--- config.mk ---
export PLATFORM = sky130hd
export DESIGN_NAME = argmax_classifier
export DESIGN_NICKNAME = d
export VERILOG_FILES = /design/src/rtl/argmax_classifier.sv
export SDC_FILE = /design/constraint.sdc
export NUM_CORES = 1
export LEC_CHECK = 0
export ABC_AREA = 1
export BUFFER_PORTS_ARGS = -buffer_cell sky130_fd_sc_hd__buf_4
export CORE_MARGIN = 4
export CORE_UTILIZATION = 25
export DETAILED_ROUTE_END_ITERATION = 10
export MAX_ROUTING_LAYER = met4
export PLACE_DENSITY_LB_ADDON = 0.3
export REMOVE_ABC_BUFFERS = 1
export SYNTH_ARGS = -nofsm -noshare
export SYNTH_HDL_FRONTEND = slang
export SYNTH_SLANG_ARGS = --single-unit
--- constraint.sdc ---
create_clock -name clk -period 2.9 [get_ports clk]
set_input_delay 0.145 -clock clk [delete_from_list [all_inputs] [get_ports clk]]
set_output_delay 0.145 -clock clk [all_outputs]
set_load 0.1 [all_outputs]
--- src/rtl/argmax_classifier.sv ---
// Argmax output stage: drains the output layer's serial results, tracks the
// signed maximum and its class index, hands the result over with valid/ack,
// then requests a layer restart for the next inference.
module argmax_classifier #(
  parameter int DATA_WIDTH  = 38,
  parameter int NUM_CLASSES = 10,
  parameter int IDX_WIDTH   = 4
) (
  input  logic                  clk,
  input  logic                  rst,
  input  logic                  layer_done,
  input  logic                  layer_transferred,
  input  logic [DATA_WIDTH-1:0] layer_sout,
  output logic                  shift_req,
  output logic                  restart_req,
  output logic                  result_valid,
  input  logic                  result_ack,
  output logic [IDX_WIDTH-1:0]  class_idx,
  output logic [DATA_WIDTH-1:0] max_value,
  output logic                  busy,
  output logic                  protocol_err
);

  typedef enum logic [2:0] {
    IDLE,
    SHIFT,
    DRAIN,
    CHECK,
    RESULT,
    RESTART
  } state_t;

  localparam logic [IDX_WIDTH-1:0] LAST_IDX = IDX_WIDTH'(NUM_CLASSES - 1);

  state_t                       state;
  logic [IDX_WIDTH-1:0]         issue_cnt;
  logic [IDX_WIDTH-1:0]         cap_cnt;
  logic [IDX_WIDTH-1:0]         run_idx;
  logic signed [DATA_WIDTH-1:0] run_max;
  logic                         cap_valid;
  logic                         start;

  assign start = (state == IDLE) && layer_done && !layer_transferred;
  assign busy  = (state != IDLE);

  // Control FSM: strobe sequencing, result handshake, restart and error flag
  always_ff @(posedge clk) begin
    if (rst) begin
      state        <= IDLE;
      shift_req    <= 1'b0;
      restart_req  <= 1'b0;
      result_valid <= 1'b0;
      class_idx    <= '0;
      max_value    <= '0;
      protocol_err <= 1'b0;
      issue_cnt    <= '0;
    end else begin
      case (state)
        IDLE: begin
          if (start) begin
            state     <= SHIFT;
            shift_req <= 1'b1;
            issue_cnt <= '0;
          end
        end
        SHIFT: begin
          if (layer_transferred && (issue_cnt < LAST_IDX)) begin
            protocol_err <= 1'b1;
          end
          issue_cnt <= issue_cnt + 1'b1;
          if (issue_cnt == LAST_IDX) begin
            shift_req <= 1'b0;
            state     <= DRAIN;
          end
        end
        DRAIN: begin
          state <= CHECK;
        end
        CHECK: begin
          if (!layer_transferred) begin
            protocol_err <= 1'b1;
          end
          class_idx    <= run_idx;
          max_value    <= run_max;
          result_valid <= 1'b1;
          state        <= RESULT;
        end
        RESULT: begin
          if (result_ack) begin
            result_valid <= 1'b0;
            restart_req  <= 1'b1;
            state        <= RESTART;
          end
        end
        RESTART: begin
          if (!layer_transferred) begin
            restart_req <= 1'b0;
            state       <= IDLE;
          end
        end
        default: begin
          state <= IDLE;
        end
      endcase
    end
  end

  // Capture path: one word per delayed strobe, strict signed running maximum
  always_ff @(posedge clk) begin
    if (rst) begin
      cap_valid <= 1'b0;
      cap_cnt   <= '0;
      run_max   <= '0;
      run_idx   <= '0;
    end else begin
      cap_valid <= shift_req;
      if (cap_valid) begin
        if ((cap_cnt == '0) || ($signed(layer_sout) > run_max)) begin
          run_max <= $signed(layer_sout);
          run_idx <= cap_cnt;
        end
        cap_cnt <= cap_cnt + 1'b1;
      end
      if (start) begin
        cap_cnt <= '0;
      end
    end
  end

endmodule

==> results by group <==
Global route
  • Largest net degree at the start of global routing: 55
  • Vias in the first global route: 4219
  • Antenna violations before repair: 0
  • First-pass GRT wire length: 20600 um
  • Gr usage total: 0.118
  • Total grt overflow: 0

Synth
  • Mean Syn Cell Area: 7.22 sq um
  • Simple-Gate Fraction of Synth Area: 0.204
  • Biggest area consumer among synthesized cells: dfxtp_1
  • Area share of fa/ha/maj cells after synthesis: 0.107
  • Synth Area in XOR/XNOR: 0.00347
  • Flops & latches, synth: 100
  • Number of distinct library cells after synthesis: 28
  • Synth Cell Area: 5050 sq um
  • Post-synth EDFFs: 0
  • Top-area cell type share of the netlist area: 0.397
  • Compound-Gate Fraction of Synth Area: 0.166
  • Synth top area cells: dfxtp_1, ha_1, a21oi_1
  • Most frequent cells after synthesis: nand2_1, inv_1, dfxtp_1
  • Count leader, synth: nand2_1
  • Mapped Cells: 699
  • Mux contribution to synthesized area: 0
  • YS warnings: 0
  • Seq/Total Area, Yosys: 0.397
  • Largest family of logic cells by synthesized area: simple AND/OR/NAND/NOR gates
  • Async set-reset flop share out of synthesis: 0
  • Ys flop type: dfxtp_1

Floorplanning
  • Die width: 150 um
  • Die Area: 22500 sq um
  • Die Ht: 150 um
  • # IOs: 90
  • FP Rows: 51
  • Initial Utilization: 0.257
  • Core area: 19700 sq um

Cells and area
  • Nets@finish: 856
  • Diode count: 0
  • Synthesis-to-finish area growth: 24.0%
  • Fillers: 2215
  • Layout cells sized above 1: 0.164

CTS
  • CTS tree: yes
  • Clock Pin Slew Worst Setup and Hold Paths: 70 ps
  • Root Buffer: clkbuf_16
  • Clk buf depth: 2
  • Worst skew pair latency: 350 ps
  • Num CTS Buffers: 9
  • Hold-fix buffer count after cts: 0
  • H-tree levels: 3
  • Post-cts resize count: 0
  • Clk sinks: 100
  • Setup Buffers After CTS: 0

Detailed routing
  • Pre-antenna DRT Iters: 4
  • Routed len/inst: 11.9 um
  • DRT antenna net count: 0
  • Drt via density: 4.20
  • Post-route DRC violation count: 0
  • Via count: 4366
  • Initial DRC count: 160
  • Routed wire length: 12400 um

Timing
  • Skew final: 9.17 ps
  • Hold slack: 62.2 ps
  • Count of final setup violators: 0
  • Worst slew margin: 0.548
  • Final-report max-slew violation count: 0
  • RSZ-0062 raised after global routing: no
  • Max Fclk: 0.414 GHz
  • Final min period: 2410 ps
  • Fin crit share: 0.832
  • Setup Total Neg Slack: 0 ps
  • Final Hold Fails: 0
  • Worst-margin pin slew: 677 ps

Setup path
  • Worst-path maximum fanout: 30
  • Biggest cell delay along the critical path: 350 ps
  • Crit-path cells: inv_1 > ha_1 > nand2_1 > nor2_2 > nand2_1 > nor2_2 > nand3_1 > nand2_1 > nor2_1 > nand2_1 > nand2_1 > nand2_1 > nand2_1 > nand2_2 > buf_4 > nand3_1 > nand2_1 > nor2_1
  • Buf/Inv on CP: 2
  • Kind of start point of the critical path: flop
  • Most frequent cell on the critical path: nand2_1
  • RR Startpoint: run_max[37]
  • Worst EP arrival: 2660 ps
  • CP top delay family: simple AND/OR/NAND/NOR gates
  • Worst path slowest cell: ha_1
  • Crit path launch: run_max[37]
  • Critical Path End Type: flop
  • Worst Path Required: 3140 ps
  • CP Class: reg -> reg

Pwr
  • Largest vdd supply drop: 0.281 mV
  • PD cells: 601 nW/um^2
  • Total leakage power: 2.89 nW
  • Total power: 3.76 mW

Place
  • Number of port buffers: 89
  • HPWL after DPL: 8670 um
  • Routability cong.: 0.803

Job
  • Maxcap violations: 0

Min path
  • Worst Hold Class: in -> reg
  • Hold Path Origin: rst

Status
  • Outcome: finished, final reports clean
-- layout make-up --
| type | instances | area (sq um) | area share |
|---|---|---|---|
| multi-input cells | 453 | 2430 | 0.389 |
| flip-flops and latches | 100 | 2010 | 0.321 |
| repair buffers | 97 | 753 | 0.120 |
| inverters | 109 | 409 | 0.0654 |
| well taps | 265 | 332 | 0.0530 |
| clock buffers | 10 | 239 | 0.0382 |
| clock inverters | 6 | 87.6 | 0.0140 |
-- logic make-up after synthesis --
kind of cell,after synthesis
buf+inv,146
flops,100
xor+xnor,2
fa+ha+maj,43
compound gates,156
simple gates,252
-- worst paths after layout --
kind                                     end  slack [ps]  depth (start not counted)
worst max-delay path             run_max[13]         490                         18
worst min-delay path            result_valid          60                          2
worst max register to register   run_max[13]         490                         18
worst min register to register     cap_valid         450                          2
-- layout by cell type (no fill, tap or decap), types with 3 or more instances in the layout --
cell type    n
o21ai_0     45
nor2_1      78
nand2_1    111
a211oi_1     3
nand3_1     53
dfxtp_1     99
inv_1      108
buf_4       95
ha_1        43
nor3_1       4
a21oi_2      8
clkbuf_16    9
a21oi_1     93
-- sequential cells by signal (all words and copies together), names as in the netlist --
name	cells
max_value	38
run_max	38
cap_cnt	4
class_idx	4
issue_cnt	4
run_idx	4
state	3
cap_valid	1
protocol_err	1
restart_req	1
result_valid	1
shift_req	1
-- routing by layer --
metal	vias to the layer above	global-route usage	wire length [um]
met2	74	0.178	5450
met4	0	0.0343	148
li1	2377	-	-
met3	11	0.0315	556
met5	-	-	0
met1	1904	0.154	6220
-- worst reg2reg max path: cells and delay by family (launching register included) --
kind / cells / cell delay (ps)
adder cells (fa/ha/maj): 1 / 350
AND/OR/NAND/NOR: 15 / 1290
buffers and inverters: 2 / 370
flip-flops: 1 / 320
-- power breakdown --
part | internal (mW) | switching (mW)
Sequential | 1.47 | 0.0681
Combinational | 0.289 | 0.611
Clock | 0.780 | 0.545
-- metrics by stage --
stage / setup WS (ps) / cell area, sq um / instances / util
finish: 486 / 6260 / 1040 / 0.318
global route: 186 / 6260 / 1040 / 0.318
CTS: 420 / 6260 / 1040 / 0.318
detailed placement: 418 / 5930 / 1024 / 0.302
global placement: 459 / 5930 / 1024 / 0.302
floorplan: -458 / 4830 / 662 / -
(Power assumes the default switching activity.)
